**src/rtl/ps2_host_tx.sv**
```systemverilog
// ps2_host_tx: host-to-device PS/2 byte transmitter with timing/parity parameters, watchdog, ACK check and retry
module ps2_host_tx #(
  parameter int CLK_FREQ_HZ = 50_000_000,
  parameter int INHIBIT_US  = 120,
  parameter int TIMEOUT_US  = 2000,
  parameter int MAX_RETRIES = 2,
  parameter bit ODD_PARITY  = 1'b1
) (
  input  logic       CLK,
  input  logic       RESET,
  input  logic       CLK_PS2_IN,
  output logic       CLK_PS2_OUT_EN,
  input  logic       DATA_PS2_IN,
  output logic       DATA_PS2_OUT,
  output logic       DATA_PS2_OUT_EN,
  input  logic       SEND_BYTE,
  input  logic [7:0] BYTE_TO_SEND,
  output logic       BUSY,
  output logic       BYTE_SENT,
  output logic       SEND_ERROR,
  output logic [1:0] ERROR_CODE
);
  localparam int CPU         = CLK_FREQ_HZ / 1_000_000;
  localparam int INHIBIT_CYC = CPU * INHIBIT_US;
  localparam int TIMEOUT_CYC = CPU * TIMEOUT_US;
  localparam int MAXC        = INHIBIT_CYC > TIMEOUT_CYC ? INHIBIT_CYC : TIMEOUT_CYC;
  localparam int CW          = $clog2(MAXC + 1);
  localparam int RW          = MAX_RETRIES > 0 ? $clog2(MAX_RETRIES + 1) : 1;
  typedef enum logic [3:0] {IDLE, INHIBIT, REQ, START, DATA, PARITY, STOP, ACK, WAIT_IDLE} state_t;
  state_t state, state_n;
  logic [CW-1:0] cnt, cnt_n;
  logic [RW-1:0] retries, retries_n;
  logic [2:0] idx, idx_n;
  logic [7:0] byte_q, byte_n;
  logic [1:0] err_n;
  logic sent_n, fail_n;
  logic clk_s1, clk_s, clk_d, dat_s1, dat_s;
  logic fe, wd, tout, nack, par;
  assign fe   = clk_d & ~clk_s;
  assign wd   = !(state inside {IDLE, INHIBIT, REQ});
  assign tout = wd && cnt == CW'(TIMEOUT_CYC) && !fe;
  assign nack = state == ACK && fe && dat_s;
  assign par  = ODD_PARITY ? ~^byte_q : ^byte_q;
  always_comb begin
    state_n   = state;
    idx_n     = idx;
    byte_n    = byte_q;
    retries_n = retries;
    err_n     = ERROR_CODE;
    sent_n    = 1'b0;
    fail_n    = 1'b0;
    unique case (state)
      IDLE:      if (SEND_BYTE) begin
                   state_n   = INHIBIT;
                   byte_n    = BYTE_TO_SEND;
                   retries_n = RW'(MAX_RETRIES);
                   err_n     = 2'b00;
                 end
      INHIBIT:   if (cnt == CW'(INHIBIT_CYC - 1)) state_n = REQ;
      REQ:       state_n = START;
      START:     if (fe) begin
                   state_n = DATA;
                   idx_n   = 3'd0;
                 end
      DATA:      if (fe) begin
                   idx_n   = idx + 1'b1;
                   state_n = &idx ? PARITY : DATA;
                 end
      PARITY:    if (fe) state_n = STOP;
      STOP:      if (fe) state_n = ACK;
      ACK:       if (fe && !dat_s) state_n = WAIT_IDLE;
      WAIT_IDLE: if (clk_s && dat_s) begin
                   state_n = IDLE;
                   sent_n  = 1'b1;
                 end
      default:   state_n = IDLE;
    endcase
    // a failed attempt overrides whatever the protocol step chose
    if (tout || nack) begin
      err_n = tout ? 2'b01 : 2'b10;
      if (|retries) begin
        retries_n = retries - 1'b1;
        state_n   = INHIBIT;
      end else begin
        state_n = IDLE;
        fail_n  = 1'b1;
      end
    end
  end
  assign cnt_n = (state_n != state || (wd && fe) || state == IDLE) ? '0 : cnt + 1'b1;
  always_ff @(posedge CLK) begin
    if (RESET) begin
      {clk_s1, clk_s, clk_d} <= 3'b111;
      {dat_s1, dat_s}        <= 2'b11;
      state           <= IDLE;
      cnt             <= '0;
      retries         <= RW'(MAX_RETRIES);
      idx             <= 3'd0;
      byte_q          <= 8'd0;
      CLK_PS2_OUT_EN  <= 1'b0;
      DATA_PS2_OUT_EN <= 1'b0;
      DATA_PS2_OUT    <= 1'b0;
      BUSY            <= 1'b0;
      BYTE_SENT       <= 1'b0;
      SEND_ERROR      <= 1'b0;
      ERROR_CODE      <= 2'b00;
    end else begin
      {clk_s1, clk_s, clk_d} <= {CLK_PS2_IN, clk_s1, clk_s};
      {dat_s1, dat_s}        <= {DATA_PS2_IN, dat_s1};
      state           <= state_n;
      cnt             <= cnt_n;
      retries         <= retries_n;
      idx             <= idx_n;
      byte_q          <= byte_n;
      CLK_PS2_OUT_EN  <= state inside {INHIBIT, REQ};
      DATA_PS2_OUT_EN <= state inside {REQ, START, DATA, PARITY, STOP};
      DATA_PS2_OUT    <= state == DATA ? byte_q[idx] : state == PARITY ? par : state == STOP;
      BUSY            <= state != IDLE;
      BYTE_SENT       <= sent_n;
      SEND_ERROR      <= fail_n;
      ERROR_CODE      <= err_n;
    end
  end
endmodule

```
**config.mk**
```make
export PLATFORM = sky130hd
export DESIGN_NAME = ps2_host_tx
export DESIGN_NICKNAME = d
export VERILOG_FILES = /design/src/rtl/ps2_host_tx.sv
export SDC_FILE = /design/constraint.sdc
export NUM_CORES = 1
export LEC_CHECK = 0
export BUFFER_PORTS_ARGS = -buffer_cell sky130_fd_sc_hd__buf_2
export CELL_PAD_IN_SITES_DETAIL_PLACEMENT = 1
export CELL_PAD_IN_SITES_GLOBAL_PLACEMENT = 1
export CORE_UTILIZATION = 30
export CTS_BUF_LIST = sky130_fd_sc_hd__clkbuf_8
export CTS_CLUSTER_DIAMETER = 120
export DETAILED_ROUTE_END_ITERATION = 7
export HOLD_SLACK_MARGIN = 0.15
export PLACE_DENSITY_LB_ADDON = 0.1
export SYNTH_ARGS = -nofsm -noshare
export SYNTH_HDL_FRONTEND = slang
export SYNTH_SLANG_ARGS = --single-unit
```
**constraint.sdc**
```tcl
create_clock -name CLK -period 3.1 [get_ports CLK]
set_input_delay 0.465 -clock CLK [delete_from_list [all_inputs] [get_ports CLK]]
set_output_delay 0.465 -clock CLK [all_outputs]
set_load 0.02 [all_outputs]
```
# Word level (Yosys, flattened, before mapping)

Index checks and enable logic that the tools add are counted.

Add/subtract/negate cells: 3
Magnitude comparators: 1
Equal/unequal tests: 13
Mux-type cells: 29
Bitwise gates (word level): 4
Reductions and logical operators: 30

Operators with widths:

| kind                  | number |
|---|---|
| $mux 4                | 9 |
| $pmux 4 s9            | 1 |
| $add 17x1->17 const B | 1 |
| $eq 17x13->1 const B  | 1 |
| $eq 17x17->1 const B  | 1 |
| $eq 4x3->1 const B    | 4 |
| $mux 2                | 8 |
| $eq 4x2->1 const B    | 2 |
| $reduce_bool 2->1     | 4 |
| $reduce_or 2->1       | 4 |
| $reduce_xnor 8->1     | 1 |
| $logic_and 1x1->1     | 7 |
| $mux 1                | 7 |
| $mux 3                | 2 |
| $pmux 3 s2            | 1 |
| $reduce_and 3->1      | 2 |
| $reduce_bool 5->1     | 1 |
| $eq 4x1->1 const B    | 1 |
| $eq 4x4->1 const B    | 1 |
| $logic_not 4->1       | 1 |
| $lt 3x4->1 const B    | 1 |
| $ne 2x2->1 const B    | 2 |
| $ne 4x4->1            | 1 |
| $reduce_and 2->1      | 2 |
| other kinds (9)       | 15 |

Register bits: 47
Input port bits: 13
Output and inout port bits: 8
Logic and storage cells: 97

# Longest topological paths before layout

Word-level depth: 11
Depth in mapped cells: 10
Depth with buffers taken out: 8

# Worst setup path before layout

No wires, ideal clock.

Kind: register to register
Start point: register cnt[2]
End point: register retries[1]
Library setup time: 0.114 ns
Arrival time: 1.998 ns
Data required time: 2.986 ns
Slack: 0.988 ns
Stages on the path, launching flop included: 8
Clock period less this slack: 2.112 ns
Cell sequence: dfxtp_1 > buf_2 > nor4_2 > nand4_1 > or4_4 > and2_4 > or3b_1 > a21o_1

Longest elaborated chain between the ends: 5

Ends and longest elaborated chain:

| element                        | RTL line | source |
|---|---|---|
| start, declared                | 31       | `logic [CW-1:0] cnt, cnt_n;` |
| start signal, assigned         | 111      | `cnt <= cnt_n;` |
| $eq 17x17->1                   | 41       | `assign tout = wd && cnt == CW'(TIMEOUT_CYC) && !fe;` |
| $logic_and 1x1->1 (2 in a row) | 41       |  |
| $logic_or 1x1->1               | 79       | `if (tout \|\| nack) begin` |
| $mux 2                         | 79       |  |
| end signal, assigned           | 97       | `retries <= RW'(MAX_RETRIES);` |
| end signal, assigned           | 112      | `retries <= retries_n;` |
| end, declared                  | 32       | `logic [RW-1:0] retries, retries_n;` |

No other way between the ends.
A chain may end at the register's enable or synchronous reset.

# Final worst setup path

Start point: register clk_s
End point: register retries[1]

Longest elaborated chain between the ends: 6
Elaborated cells between the ends (all ways): 8
Those cells by class: mux (1); bitwise (2); reduce/logical (5)

Ends and longest elaborated chain:

| element                                                     | RTL line | source |
|---|---|---|
| start, declared                                             | 37       | `logic clk_s1, clk_s, clk_d, dat_s1, dat_s;` |
| start signal, assigned                                      | 108      | `{clk_s1, clk_s, clk_d} <= {CLK_PS2_IN, clk_s1, clk_s};` |
| $not 1->1 (*)                                               | 39       | `assign fe = clk_d & ~clk_s;` |
| $and 1x1->1 (*)                                             | 39       |  |
| $logic_not 1->1 / $logic_and 1x1->1 (equally long branches) | 41, 42   |  |
| $logic_and 1x1->1 (on tied branches)                        | 41, 42   |  |
| $logic_or 1x1->1 (*)                                        | 79       |  |
| $mux 2 (*)                                                  | 79       |  |

Every way passes the cells marked *; elsewhere a longest branch is shown, timed or not.

==> out/qor.txt <==
Critical path capture point type -> register
Fin. max-slew vios -> 0
Top Family by Delay on Critical Path -> simple AND/OR/NAND/NOR gates
Post-route clock period utilization -> 0.768
Post-CTS setup buffers -> 0
Largest net degree at the start of global routing -> 29
Area of placed instances -> 2500 sq um
Total routing usage reported by global routing -> 0.143
CTS resizes -> 0
Number of global-route vias before repair -> 1,853
Post-synth EDFFs -> 0
CTS tree -> done
Final hold viol count -> 0
Cells after synthesis -> 262
RSZ-0062 raised after global routing -> false
Hold_buf cts -> 0
R2R depth -> 6
First-pass GRT wire length -> 9.33 mm
Root Driver -> clkbuf_8
Layout Nets -> 295
Std-Cell Rows -> 31
Iter 0 DRT Violations -> 40
Count of final setup violators -> 0
Placer Congestion -> 0.753
FF+latch count, synth -> 47
IO buf count -> 20
Ant. Diodes -> 0
Setup WS post-layout -> 0.718 ns
Crit Path Max Fanout -> 8
R2R Path Start -> clk_s
Max Fclk -> 420 MHz
WS Path Type -> reg -> reg
Fin Clk Skew -> 0.00832 ns
Setup TNS -> 0 ns
R2r endpoint -> retries[1]
Crit-path cells -> nand2b_1, nand4_1, or4_4, and2_4, or3b_1, a21o_1
Asr flop ratio synth -> 0
Full die area -> 8090 sq um
Slowest stage delay, CP -> 0.59 ns
DR pass1 iterations -> 4
Final instance area -> 2610 sq um
Crit path to -> retries[1]
CP startpoint kind -> register
Outcome -> finished, final reports clean
Buf+Inv Stages, Crit Path -> 0
DPL Wire Length -> 3.97 mm
Levels on crit path -> 6
Drc violations -> 0
Least-Margin Pin Slew -> 0.559 ns
TritonCTS buffer count -> 5
Final Core Density -> 0.355
Synth Flop Type -> dfxtp_1
Critical Path RT -> 3.30 ns
Critical path arrival -> 2.58 ns
Fillers -> 891
Starting Density -> 0.315
Peak VDD IR -> 0.157 mV
Synth cell types -> 54
Crit path time final -> 2.38 ns
Avg Cell Area, Syn -> 8.85 sq um
FF-to-FF setup slack -> 0.72 ns
Final WL -> 5.44 mm
DR vias/cell -> 5.05
IO Count -> 21
Worst skew pair latency -> 0.30 ns
CP max-delay cell -> or4_4
Synthesized Nets -> 279
Leak -> 0.893 nW
Initial antenna violation count -> 0
Max-cap check violation count -> 0
Average wire per standard cell -> 14.4 microns
Die Y -> 89.9 microns
PD cells -> 461 nW/um^2
Core area -> 7370 sq um
Hold Path Class -> in -> reg
Antenna Nets Post-Route -> 0
Clk sinks -> 47
Cell Area, Synth -> 2320 sq um
Clock tree buffer depth -> 2
Routed vias -> 1,908
Synth warn -> 0
Area grow syn2layout -> 12.7%
Setup crit start -> clk_s
Max-slew headroom -> 0.625
Share of layout cells above drive strength 1 -> 0.190
H-tree levels -> 2
Pre-CTS setup slack -> 0.736 ns
Gr ovfl total -> 0
Die X -> 89.9 microns
Worst-path clk slew -> 0.09 ns
Post-synthesis sequential area ratio -> 0.406
## metrics by stage
step / instances / hold slack (ns) / total power [mW]
finish: 378 / 0.341 / 1.21
global route: 378 / 0.330 / 1.27
CTS: 378 / 0.330 / 1.23
detailed placement: 370 / 0.397 / 0.753
global placement: 370 / 0.393 / 0.753
floorplan: 262 / 0.389 / 0.725
## sequential cells by signal (all words and copies together) (netlist names), 2 cells and up
register    flops
ERROR_CODE      2
byte_q          8
idx             3
cnt            17
retries         2
state           4
## Yosys cell counts, types with 2 or more instances
library cell,number,share of area
nor3b_1,2,0.0065
or2_2,6,0.016
mux2i_1,2,0.0086
nand3_1,10,0.022
nand2b_1,4,0.011
nor3_1,14,0.030
nor3_2,6,0.026
nand2_1,30,0.049
xor2_1,9,0.034
nor4_2,3,0.016
a21oi_1,18,0.039
a22oi_1,2,0.0065
o21ai_0,3,0.0065
mux4_2,2,0.019
buf_2,5,0.011
inv_1,5,0.0081
nor4_1,2,0.0054
and4_1,2,0.0076
a211oi_1,3,0.0097
ha_1,4,0.022
nand4b_1,2,0.0076
clkbuf_1,7,0.011
a2111oi_0,2,0.0076
nor2b_1,2,0.0054
xnor2_1,14,0.053
nand4_1,5,0.013
o21ai_1,3,0.0065
dfxtp_1,47,0.41
and3_1,6,0.016
nor2_1,17,0.028
a21o_1,2,0.0065
## per-layer routing
layer  vias up  routed length, microns  track usage
met2        21                    2350        0.218
met1       917                    2910        0.205
met4         0                      37       0.0363
met3         4                     144       0.0288
met5         -                       0            0
li1        966                       -            -
## worst register-to-register path, cell delays in order, from the launching register on
cell and delay (ns):
dfxtp_1 0.41, nand2b_1 0.34, nand4_1 0.22, or4_4 0.59
and2_4 0.19, or3b_1 0.37, a21o_1 0.17
## area by class of cell
class                   instances  area (sq um)  share of cell area
multi-input cells             195          1290               0.492
repair buffers                 23           123              0.0469
inverters                       6          22.5             0.00862
clock inverters                 2          35.0              0.0134
clock buffers                   6          82.6              0.0316
flip-flops and latches         47           941               0.360
well taps                      99           124              0.0474
## how the worst min path moves through the flow
stage	start	end	slack (ns)	cells past startpoint
6_report	DATA_PS2_IN	dat_s1	0.34	2
5_1_grt	DATA_PS2_IN	dat_s1	0.33	2
4_1_cts	DATA_PS2_IN	dat_s1	0.33	2
3_5_place_dp	dat_s1	dat_s	0.40	1
3_3_place_gp	clk_s1	clk_s	0.39	1
2_1_floorplan	clk_s1	clk_s	0.39	1
## where the power goes
part	leakage [nW]	internal [mW]	switching, mW
clock	0.0612	0.261	0.208
sequential	0.382	0.618	0.0161
combinational	0.450	0.0440	0.0594
## placed cells by master (no fill, tap or decap), types with 2 or more instances in the layout
cell       instances
inv_1              5
nor3_1            14
and3_1             6
nor2_1            17
a21o_1             2
o21ai_0            3
dfxtp_1           47
nor4_1             2
a22oi_1            2
mux2i_1            2
xor2_1             9
nor3b_1            2
nor2b_1            2
buf_2             20
nor4_2             3
clkbuf_8           6
a211oi_1           3
a21oi_1           18
xnor2_1           14
ha_1               4
and4_1             2
o21ai_1            3
nand4_1            5
nand3_1           10
nand4b_1           2
nand2b_1           4
a2111oi_0          2
nand2_1           30
nor3_2             6
or2_2              6
mux4_2             2
buf_4              3
## logic make-up after synthesis
| family | synth area share |
|---|---|
| AND/OR/NAND/NOR | 0.300 |
| adder cells (fa/ha/maj) | 0.0216 |
| buffers and inverters | 0.0399 |
| AO/OA/AOI/OAI | 0.118 |
| XOR/XNOR | 0.0868 |
| multiplexers | 0.0280 |
| flip-flops | 0.406 |
No activity file was read; power rests on OpenSTA's default activity.
